## config.mk

```make
export PLATFORM = sky130hd
export DESIGN_NAME = receiver_core
export DESIGN_NICKNAME = d
export VERILOG_FILES = /design/src/rtl/receiver_core_pkg.sv /design/src/rtl/receiver_core_tick.sv /design/src/rtl/receiver_core.sv
export SDC_FILE = /design/constraint.sdc
export NUM_CORES = 1
export LEC_CHECK = 0
export ABC_CLOCK_PERIOD_IN_PS = 2700
export CAP_MARGIN = 15
export CORE_MARGIN = 4
export CORE_UTILIZATION = 45
export DETAILED_ROUTE_END_ITERATION = 10
export GPL_TIMING_DRIVEN = 0
export PLACE_DENSITY = 0.62
export SYNTH_ARGS = -nofsm -noshare
export SYNTH_HDL_FRONTEND = slang
export SYNTH_SLANG_ARGS = --single-unit
export TNS_END_PERCENT = 5
```

## constraint.sdc

```tcl
create_clock -name clk -period 2.7 [get_ports clk]
set_input_delay 0.54 -clock clk [delete_from_list [all_inputs] [get_ports clk]]
set_output_delay 0.54 -clock clk [all_outputs]
set_load 0.05 [all_outputs]
```

## src/rtl/receiver_core_pkg.sv

```systemverilog
// Shared UART frame definitions: FSM states, default line rate, oversampling, idle level.
// Shared with transmitter_core so both ends agree on the frame format.
package receiver_core_pkg;

    typedef enum logic [1:0] {
        IDLE  = 2'd0,
        START = 2'd1,
        DATA  = 2'd2,
        STOP  = 2'd3
    } rx_state_e;

    localparam logic [31:0] DEF_BAUDRATE   = 32'd9600;
    localparam logic [31:0] DEF_FREQUENCY  = 32'd100000000;
    localparam int unsigned DEF_OVERSAMPLE = 16;
    localparam logic        LINE_IDLE      = 1'b1;

    // 2-of-3 majority used by the glitch-rejecting sampler
    function automatic logic maj3(input logic a, input logic b, input logic c);
        return (a & b) | (a & c) | (b & c);
    endfunction

endpackage

```

## src/rtl/receiver_core_tick.sv

```systemverilog
// Free-running oversample tick: one-clk pulse every frequency/(baudrate*oversample) clks.
module rx_baudrate_tick_generator #(
    parameter logic [31:0] baudrate   = 32'd9600,
    parameter logic [31:0] frequency  = 32'd100000000,
    parameter int unsigned oversample = 16
) (
    input  logic clk,
    input  logic reset_n,
    output logic tick
);

    localparam logic [31:0] DIVISOR = frequency / (baudrate * oversample);
    localparam int unsigned CW      = (DIVISOR > 32'd1) ? $clog2(DIVISOR) : 1;

    if (DIVISOR < 32'd1) begin : g_bad_divisor
        $error("rx_baudrate_tick_generator: frequency too low for baudrate*oversample");
    end

    logic [CW-1:0] cnt;

    always_ff @(posedge clk or negedge reset_n) begin
        if (!reset_n) begin
            cnt  <= '0;
            tick <= 1'b0;
        end else if (cnt == CW'(DIVISOR - 32'd1)) begin
            cnt  <= '0;
            tick <= 1'b1;
        end else begin
            cnt  <= cnt + CW'(1);
            tick <= 1'b0;
        end
    end

endmodule

```

## src/rtl/receiver_core.sv

```systemverilog
// UART 8N1-style receiver with 16x oversampling and mid-bit sampling.
// Optional RX_MAJORITY_VOTE_EN: 2-of-3 vote around mid-bit, decision one tick later.
module receiver_core
    import receiver_core_pkg::*;
#(
    parameter int unsigned NO_OF_DATABITS = 8,
    parameter int unsigned NO_OF_STOPBITS = 1,
    parameter logic [31:0] BAUDRATE       = DEF_BAUDRATE,
    parameter logic [31:0] FREQUENCY      = DEF_FREQUENCY,
    parameter int unsigned OVERSAMPLE     = DEF_OVERSAMPLE
) (
    input  logic                      clk,
    input  logic                      reset_n,
    input  logic                      rx,
    output logic [NO_OF_DATABITS-1:0] data_out,
    output logic                      data_valid,
    output logic                      framing_error,
    output logic                      busy
);

    localparam int unsigned TW = $clog2(OVERSAMPLE);
    localparam int unsigned BW = $clog2(NO_OF_DATABITS);
    localparam logic [TW-1:0] DATA_LAST = TW'(OVERSAMPLE - 1);
    localparam logic [BW-1:0] DBIT_LAST = BW'(NO_OF_DATABITS - 1);
    localparam logic [BW-1:0] SBIT_LAST = BW'(NO_OF_STOPBITS - 1);

    if (OVERSAMPLE < 8 || (OVERSAMPLE % 2) != 0) begin : g_bad_os
        $error("receiver_core: OVERSAMPLE must be even and >= 8");
    end
    if (NO_OF_DATABITS < 5 || NO_OF_DATABITS > 9) begin : g_bad_db
        $error("receiver_core: NO_OF_DATABITS must be 5..9");
    end
    if (NO_OF_STOPBITS < 1 || NO_OF_STOPBITS > 2) begin : g_bad_sb
        $error("receiver_core: NO_OF_STOPBITS must be 1 or 2");
    end

    logic tick;

    rx_baudrate_tick_generator #(
        .baudrate   (BAUDRATE),
        .frequency  (FREQUENCY),
        .oversample (OVERSAMPLE)
    ) u_tick (
        .clk     (clk),
        .reset_n (reset_n),
        .tick    (tick)
    );

    logic rx_m, rx_s;

    always_ff @(posedge clk or negedge reset_n) begin
        if (!reset_n) begin
            rx_m <= LINE_IDLE;
            rx_s <= LINE_IDLE;
        end else begin
            rx_m <= rx;
            rx_s <= rx_m;
        end
    end

    logic sample_c;

`ifdef RX_MAJORITY_VOTE_EN
    // Start decision moves one tick later so every data/stop vote window ends at DATA_LAST
    localparam logic [TW-1:0] START_LAST = TW'(OVERSAMPLE / 2);
    logic [1:0] hist;

    always_ff @(posedge clk or negedge reset_n) begin
        if (!reset_n) begin
            hist <= {2{LINE_IDLE}};
        end else if (tick) begin
            hist <= {hist[0], rx_s};
        end
    end

    assign sample_c = maj3(hist[1], hist[0], rx_s);
`else
    localparam logic [TW-1:0] START_LAST = TW'(OVERSAMPLE / 2 - 1);
    assign sample_c = rx_s;
`endif

    rx_state_e                 state;
    logic [TW-1:0]             tick_cnt;
    logic [BW-1:0]             bit_cnt;
    logic [NO_OF_DATABITS-1:0] shift_reg;
    logic                      err;
    logic                      wait_high;

    always_ff @(posedge clk or negedge reset_n) begin
        if (!reset_n) begin
            state         <= IDLE;
            tick_cnt      <= '0;
            bit_cnt       <= '0;
            shift_reg     <= '0;
            err           <= 1'b0;
            wait_high     <= 1'b0;
            data_out      <= '0;
            data_valid    <= 1'b0;
            framing_error <= 1'b0;
            busy          <= 1'b0;
        end else begin
            data_valid    <= 1'b0;
            framing_error <= 1'b0;
            if (tick) begin
                case (state)
                    IDLE: begin
                        // After a frame ending low (break), re-arm only once the line is seen high
                        if (wait_high) begin
                            if (rx_s) wait_high <= 1'b0;
                        end else if (!rx_s) begin
                            state    <= START;
                            tick_cnt <= '0;
                            busy     <= 1'b1;
                        end
                    end
                    START: begin
                        if (tick_cnt == START_LAST) begin
                            tick_cnt <= '0;
                            bit_cnt  <= '0;
                            if (sample_c) begin
                                state <= IDLE;
                                busy  <= 1'b0;
                            end else begin
                                state <= DATA;
                            end
                        end else begin
                            tick_cnt <= tick_cnt + TW'(1);
                        end
                    end
                    DATA: begin
                        if (tick_cnt == DATA_LAST) begin
                            tick_cnt  <= '0;
                            shift_reg <= {sample_c, shift_reg[NO_OF_DATABITS-1:1]};
                            if (bit_cnt == DBIT_LAST) begin
                                bit_cnt <= '0;
                                state   <= STOP;
                            end else begin
                                bit_cnt <= bit_cnt + BW'(1);
                            end
                        end else begin
                            tick_cnt <= tick_cnt + TW'(1);
                        end
                    end
                    STOP: begin
                        if (tick_cnt == DATA_LAST) begin
                            tick_cnt <= '0;
                            if (bit_cnt == SBIT_LAST) begin
                                bit_cnt       <= '0;
                                data_out      <= shift_reg;
                                data_valid    <= 1'b1;
                                framing_error <= err | ~sample_c;
                                err           <= 1'b0;
                                wait_high     <= ~sample_c;
                                busy          <= 1'b0;
                                state         <= IDLE;
                            end else begin
                                err     <= err | ~sample_c;
                                bit_cnt <= bit_cnt + BW'(1);
                            end
                        end else begin
                            tick_cnt <= tick_cnt + TW'(1);
                        end
                    end
                    default: state <= IDLE;
                endcase
            end
        end
    end

endmodule

```

# Word level (Yosys, flattened, before mapping)

Index checks and enable logic that the tools add are counted.

Add/sub/neg operators: 3
Equality and inequality tests: 15
Mux-type cells: 43
Bitwise logic cells: 2
Reduce and logical (&&, ||, !) cells: 14

Operator list:

| cell                  | count |
|---|---|
| $mux 1                | 20 |
| $mux 2                | 8 |
| $mux 4                | 4 |
| $ne 2x2->1 const B    | 8 |
| $reduce_and 8->1      | 2 |
| $mux 3                | 5 |
| $pmux 4 s3            | 1 |
| $add 10x1->10 const B | 1 |
| $eq 10x10->1 const B  | 1 |
| $mux 10               | 1 |
| $pmux 3 s3            | 1 |
| $reduce_and 3->1      | 3 |
| $pmux 2 s4            | 1 |
| $reduce_and 4->1      | 2 |
| $reduce_bool 3->1     | 2 |
| $reduce_and 5->1      | 1 |
| $add 4x1->4 const B   | 1 |
| $eq 2x2->1 const B    | 2 |
| $eq 4x3->1 const B    | 1 |
| $eq 4x4->1 const B    | 1 |
| $add 3x1->3 const B   | 1 |
| $eq 3x3->1 const B    | 1 |
| $logic_not 3->1       | 1 |
| $pmux 1 s3            | 1 |
| 7 further kinds       | 7 |

Register bits after elaboration: 43
Input port bits: 3
Word-level logic and storage cells: 91

# Longest topological paths before layout

Depth after elaboration: 6
Depth in mapped cells: 8
Gate-level depth less buffers: 7

# By module

From an unflattened synthesis, not the netlist that was laid out.

Cell total of the unflattened synthesis: 170
Area, all modules: 2,059.5 um2

By module, submodules not included:

| module                     | times used | cells each | area each (um2) | seq. area each (um2) |
|---|---|---|---|---|
| receiver_core              | 1          | 123        | 1,521.5         | 803.3 |
| rx_baudrate_tick_generator | 1          | 47         | 538.0           | 275.3 |

# Worst setup path before layout

Ideal clock, no wire load.

Path kind: register -> register
Start: register tick_cnt[0]
End: register shift_reg[0]
Data arrival time: 1,512 ps
Required time: 2,575 ps
Path slack: 1,063 ps
Cell stages (with the launch flop): 5
Clock period less this slack: 1,637 ps
Path through: dfrtp_1 > ha_1 > nand4_2 > nor3_2 > mux2_2

Word-level cells in the longest chain between the ends: 2

RTL lines:

| what                       | line                 | text |
|---|---|---|
| start: declaration         | receiver_core.sv:83  | `logic [TW-1:0] tick_cnt;` |
| start signal: assignment   | receiver_core.sv:127 | `tick_cnt <= tick_cnt + TW'(1);` |
| start signal: assignment   | receiver_core.sv:141 | `tick_cnt <= tick_cnt + TW'(1);` |
| start signal: assignment   | receiver_core.sv:161 | `tick_cnt <= tick_cnt + TW'(1);` |
| $eq 4x4->1                 | receiver_core.sv:131 | `if (tick_cnt == DATA_LAST) begin` |
| $reduce_and 3->1 (no line) | -                    |  |
| end signal: assignment     | receiver_core.sv:133 | `shift_reg <= {sample_c, shift_reg[NO_OF_DATABITS-1:1]};` |
| end: declaration           | receiver_core.sv:85  | `logic [NO_OF_DATABITS-1:0] shift_reg;` |

Every way passes these cells.
A chain may end at the register's enable or synchronous reset.

# Worst setup path after layout

Start: register busy
End: output port busy

RTL lines:

| what                     | line                 | text |
|---|---|---|
| start: declaration       | receiver_core.sv:18  | `output logic busy` |
| start signal: assignment | receiver_core.sv:100 | `busy <= 1'b0;` |
| start signal: assignment | receiver_core.sv:113 | `busy <= 1'b1;` |
| start signal: assignment | receiver_core.sv:122 | `busy <= 1'b0;` |

No word-level cell between the ends.

==> summary.md <==
| Metric | Value |
|---|---|
| Core ar. | `0.00412 sq mm` |
| CTS Sinks | `43` |
| Total number of yosys warnings | `0` |
| Root buffer cell | `clkbuf_8` |
| Synth Area in Compound Gates | `9.13%` |
| Vias in the first global route | `1401` |
| Synth Area in Simple Gates | `18.8%` |
| Slew Limit Fails | `0` |
| Yosys cell types | `45` |
| # diodes | `0` |
| Pre-antenna DRT Iters | `4` |
| Worst Clk Skew | `0.00416 ns` |
| Die H | `74.0 um` |
| Syn_area_per_cell | `10.8 sq um` |
| Non-filler cells, final | `254` |
| Die W | `74.0 um` |
| Initial DRC count | `66` |
| CTS Buffer Depth | `2` |
| Post-synth EDFFs | `0` |
| Worst slew pin tran | `0.698 ns` |
| Worst skew pair latency | `0.29 ns` |
| Total track usage | `14.7%` |
| Endpoints failing hold | `0` |
| CTS buffer count | `5` |
| Status | `finished, final reports clean` |
| WP data required | `2.16 ns` |
| H-tree Lvls | `2` |
| Io pins | `14` |
| Peak Freq | `492 MHz` |
| DR vias/cell | `5.50` |
| Final setup viols | `0` |
| Post-CTS Repair Setup Buffers | `0` |
| CP Class | `flip-flop to output port` |
| Max VDD drop | `0.000267 V` |
| Largest net degree at the start of global routing | `31` |
| Synth Area in XOR/XNOR | `3.57%` |
| Fin crit period | `2.03 ns` |
| Post-synth top flop | `dfrtp_1` |
| NumNets Final | `212` |
| Top delay family on crit path | `buffers and inverters` |
| Tcrit/Tclk final | `75.3%` |
| Layout cells sized above 1 | `15.7%` |
| Initial antenna violation count | `0` |
| Instance count of the mapped netlist | `182` |
| Initial core utilization | `47.6%` |
| GRT overflow | `0` |
| Worst-path fanout max | `3` |
| Crit start category | `flip-flop` |
| Multi-input gate area | `793 sq um` |
| Synth Area in Adders | `3.83%` |
| Total die area | `0.00548 sq mm` |
| GP Congestion | `0.823` |
| Synth Register Bits | `43` |
| Final wirelength | `3510 um` |
| Post-synthesis net count | `191` |
| Fillers | `358` |
| Routed WL per cell | `13.8 um` |
| CTS tree | `yes` |
| Ys async rst share | `100%` |
| Post-CTS sizing | `0` |
| Mux contribution to synthesized area | `5.11%` |
| Max reg flops | `10` |
| PD cells | `513 mW/mm^2` |
| Slew Limit Headroom | `53.0%` |
| Worst path cell trace | `clkdlybuf4s50_1` |
| Setup Total Neg Slack | `0 ns` |
| Critical Path Max Stage Delay | `0.82 ns` |
| Detailed-route via count | `1396` |
| Worst min-delay path category | `input port to asynchronous set/reset pin` |
| MaxCap Viol Count | `0` |
| DRC viols | `0` |
| Arrival time worst endpoint | `1.49 ns` |
| Unrepaired setup endpoints after global routing | `false` |
| Port buffer count | `13` |
| Standard-cell rows | `23` |
| Buf/Inv on CP | `1` |
| Slowest CP cell | `clkdlybuf4s50_1` |
| First-pass GRT wire length | `6120 um` |
| Largest family of logic cells by synthesized area | `simple AND/OR/NAND/NOR gates` |
| Leak | `0.00111 uW` |
| Hold_buf cts | `0` |
| Post-Syn Area | `0.00196 sq mm` |
| Seq/Total Area, Yosys | `55.0%` |
| Layout area overhead | `16.6%` |
| Final HPWL DP | `2550 um` |
| Routed Antenna Nets | `0` |
| Sequential cell area | `0.00108 sq mm` |
| Cells after DPL | `246` |
| Setup crit end kind | `output port` |
| Clk slew on worst S/H paths | `0.08 ns` |
## cells in the final DEF (no fill, tap or decap), types with 2 or more instances in the layout
cell type | Yosys | routed
xor2_1 | 3 | 3
xnor2_1 | 5 | 5
ha_1 | 6 | 6
buf_2 | 2 | 3
o21ai_0 | 9 | 9
nand4_1 | 2 | 2
dfstp_2 | 2 | 2
nor2_1 | 11 | 11
buf_4 | 2 | 2
mux2_2 | 8 | 8
buf_6 | 3 | 3
clkbuf_8 | 0 | 6
and3_1 | 2 | 2
nand2_1 | 37 | 37
and2_1 | 2 | 2
o211ai_1 | 2 | 2
a21oi_1 | 4 | 4
dfrtp_1 | 41 | 41
nand3_1 | 5 | 5
clkdlybuf4s50_1 | 0 | 12
inv_1 | 7 | 7
nor3b_1 | 3 | 3
o31ai_1 | 2 | 2
## cells in the mapped netlist (3+ instances only)
master / instances / area (sq um)
nand2_1: 37 / 139
nor3b_1: 3 / 22.5
ha_1: 6 / 75.1
buf_6: 3 / 33.8
o21ai_0: 9 / 45.0
xor2_1: 3 / 26.3
mux2_2: 8 / 90.1
inv_1: 7 / 26.3
nor2_1: 11 / 41.3
xnor2_1: 5 / 43.8
nand3_1: 5 / 25.0
dfrtp_1: 41 / 1030
a21oi_1: 4 / 20.0
## layout make-up
cell class,count,share of cell area [%]
Buffer,8,2.74
Clock buffer,6,3.61
Clock inverter,2,1.53
Inverter,7,1.15
Multi-Input combinational cell,124,34.7
Sequential cell,43,47.2
Tap cell,50,2.74
Timing Repair Buffer,14,6.35
## logic make-up after synthesis
group                      after synthesis
AOI/OAI and AO/OA                       27
and+or+nand+nor                         74
buffers and inverters                   15
DFF                                     43
xor gates and xnor gates                 8
muxes                                    9
adders and majority gates                6
## through the flow
| stage | hold WS (ns) | worst slack [ns] | power (uW) | util [%] | cell area, sq um |
|---|---|---|---|---|---|
| finish | 0.146 | 0.667 | 1170 | 55.5 | 2290 |
| global route | 0.140 | 0.617 | 1220 | 55.5 | 2290 |
| CTS | 0.140 | 0.642 | 1200 | 55.5 | 2290 |
| detailed placement | 0.351 | 0.801 | 680 | 52.7 | 2170 |
| global placement | 0.347 | 0.0601 | 677 | 52.3 | 2150 |
| floorplan | 0.244 | 1.06 | 661 | - | 1960 |
## power by group
part	switching (uW)	leakage [uW]	total, uW	internal [uW]
sequential	1.57	0.000580	648	646
combinational	13.4	0.000471	18.4	5.00
clock	207	0.0000612	507	299
total	222	0.00111	1170	950
## per-layer routing
layer | track usage (%) | wire (um) | vias to the layer above
met3 | 5.41 | 130 | 10
met4 | 6.44 | 70 | 0
met5 | 0 | 0 | -
li1 | - | - | 664
met1 | 17.8 | 1590 | 688
met2 | 23.5 | 1720 | 34
## final timing paths
check / from / end / slack [ns] / cells past startpoint
max: busy$_DFFE_PN0P_ / busy / 0.67 / 1
min reg2reg: rx_m$_DFF_PN1_ / rx_s$_DFF_PN1_ / 0.36 / 0
min: reset_n / state[0]$_DFFE_PN0P_ / 0.15 / 1
max in group asynchronous: reset_n / u_tick.cnt[7]$_DFF_PN0_ / 2.09 / 2
max reg2reg: tick_cnt[0]$_DFFE_PN0P_ / shift_reg[6]$_DFFE_PN0P_ / 0.77 / 4
min in group clk: rx_m$_DFF_PN1_ / rx_s$_DFF_PN1_ / 0.36 / 0
Power figures use the tool's default switching activity.
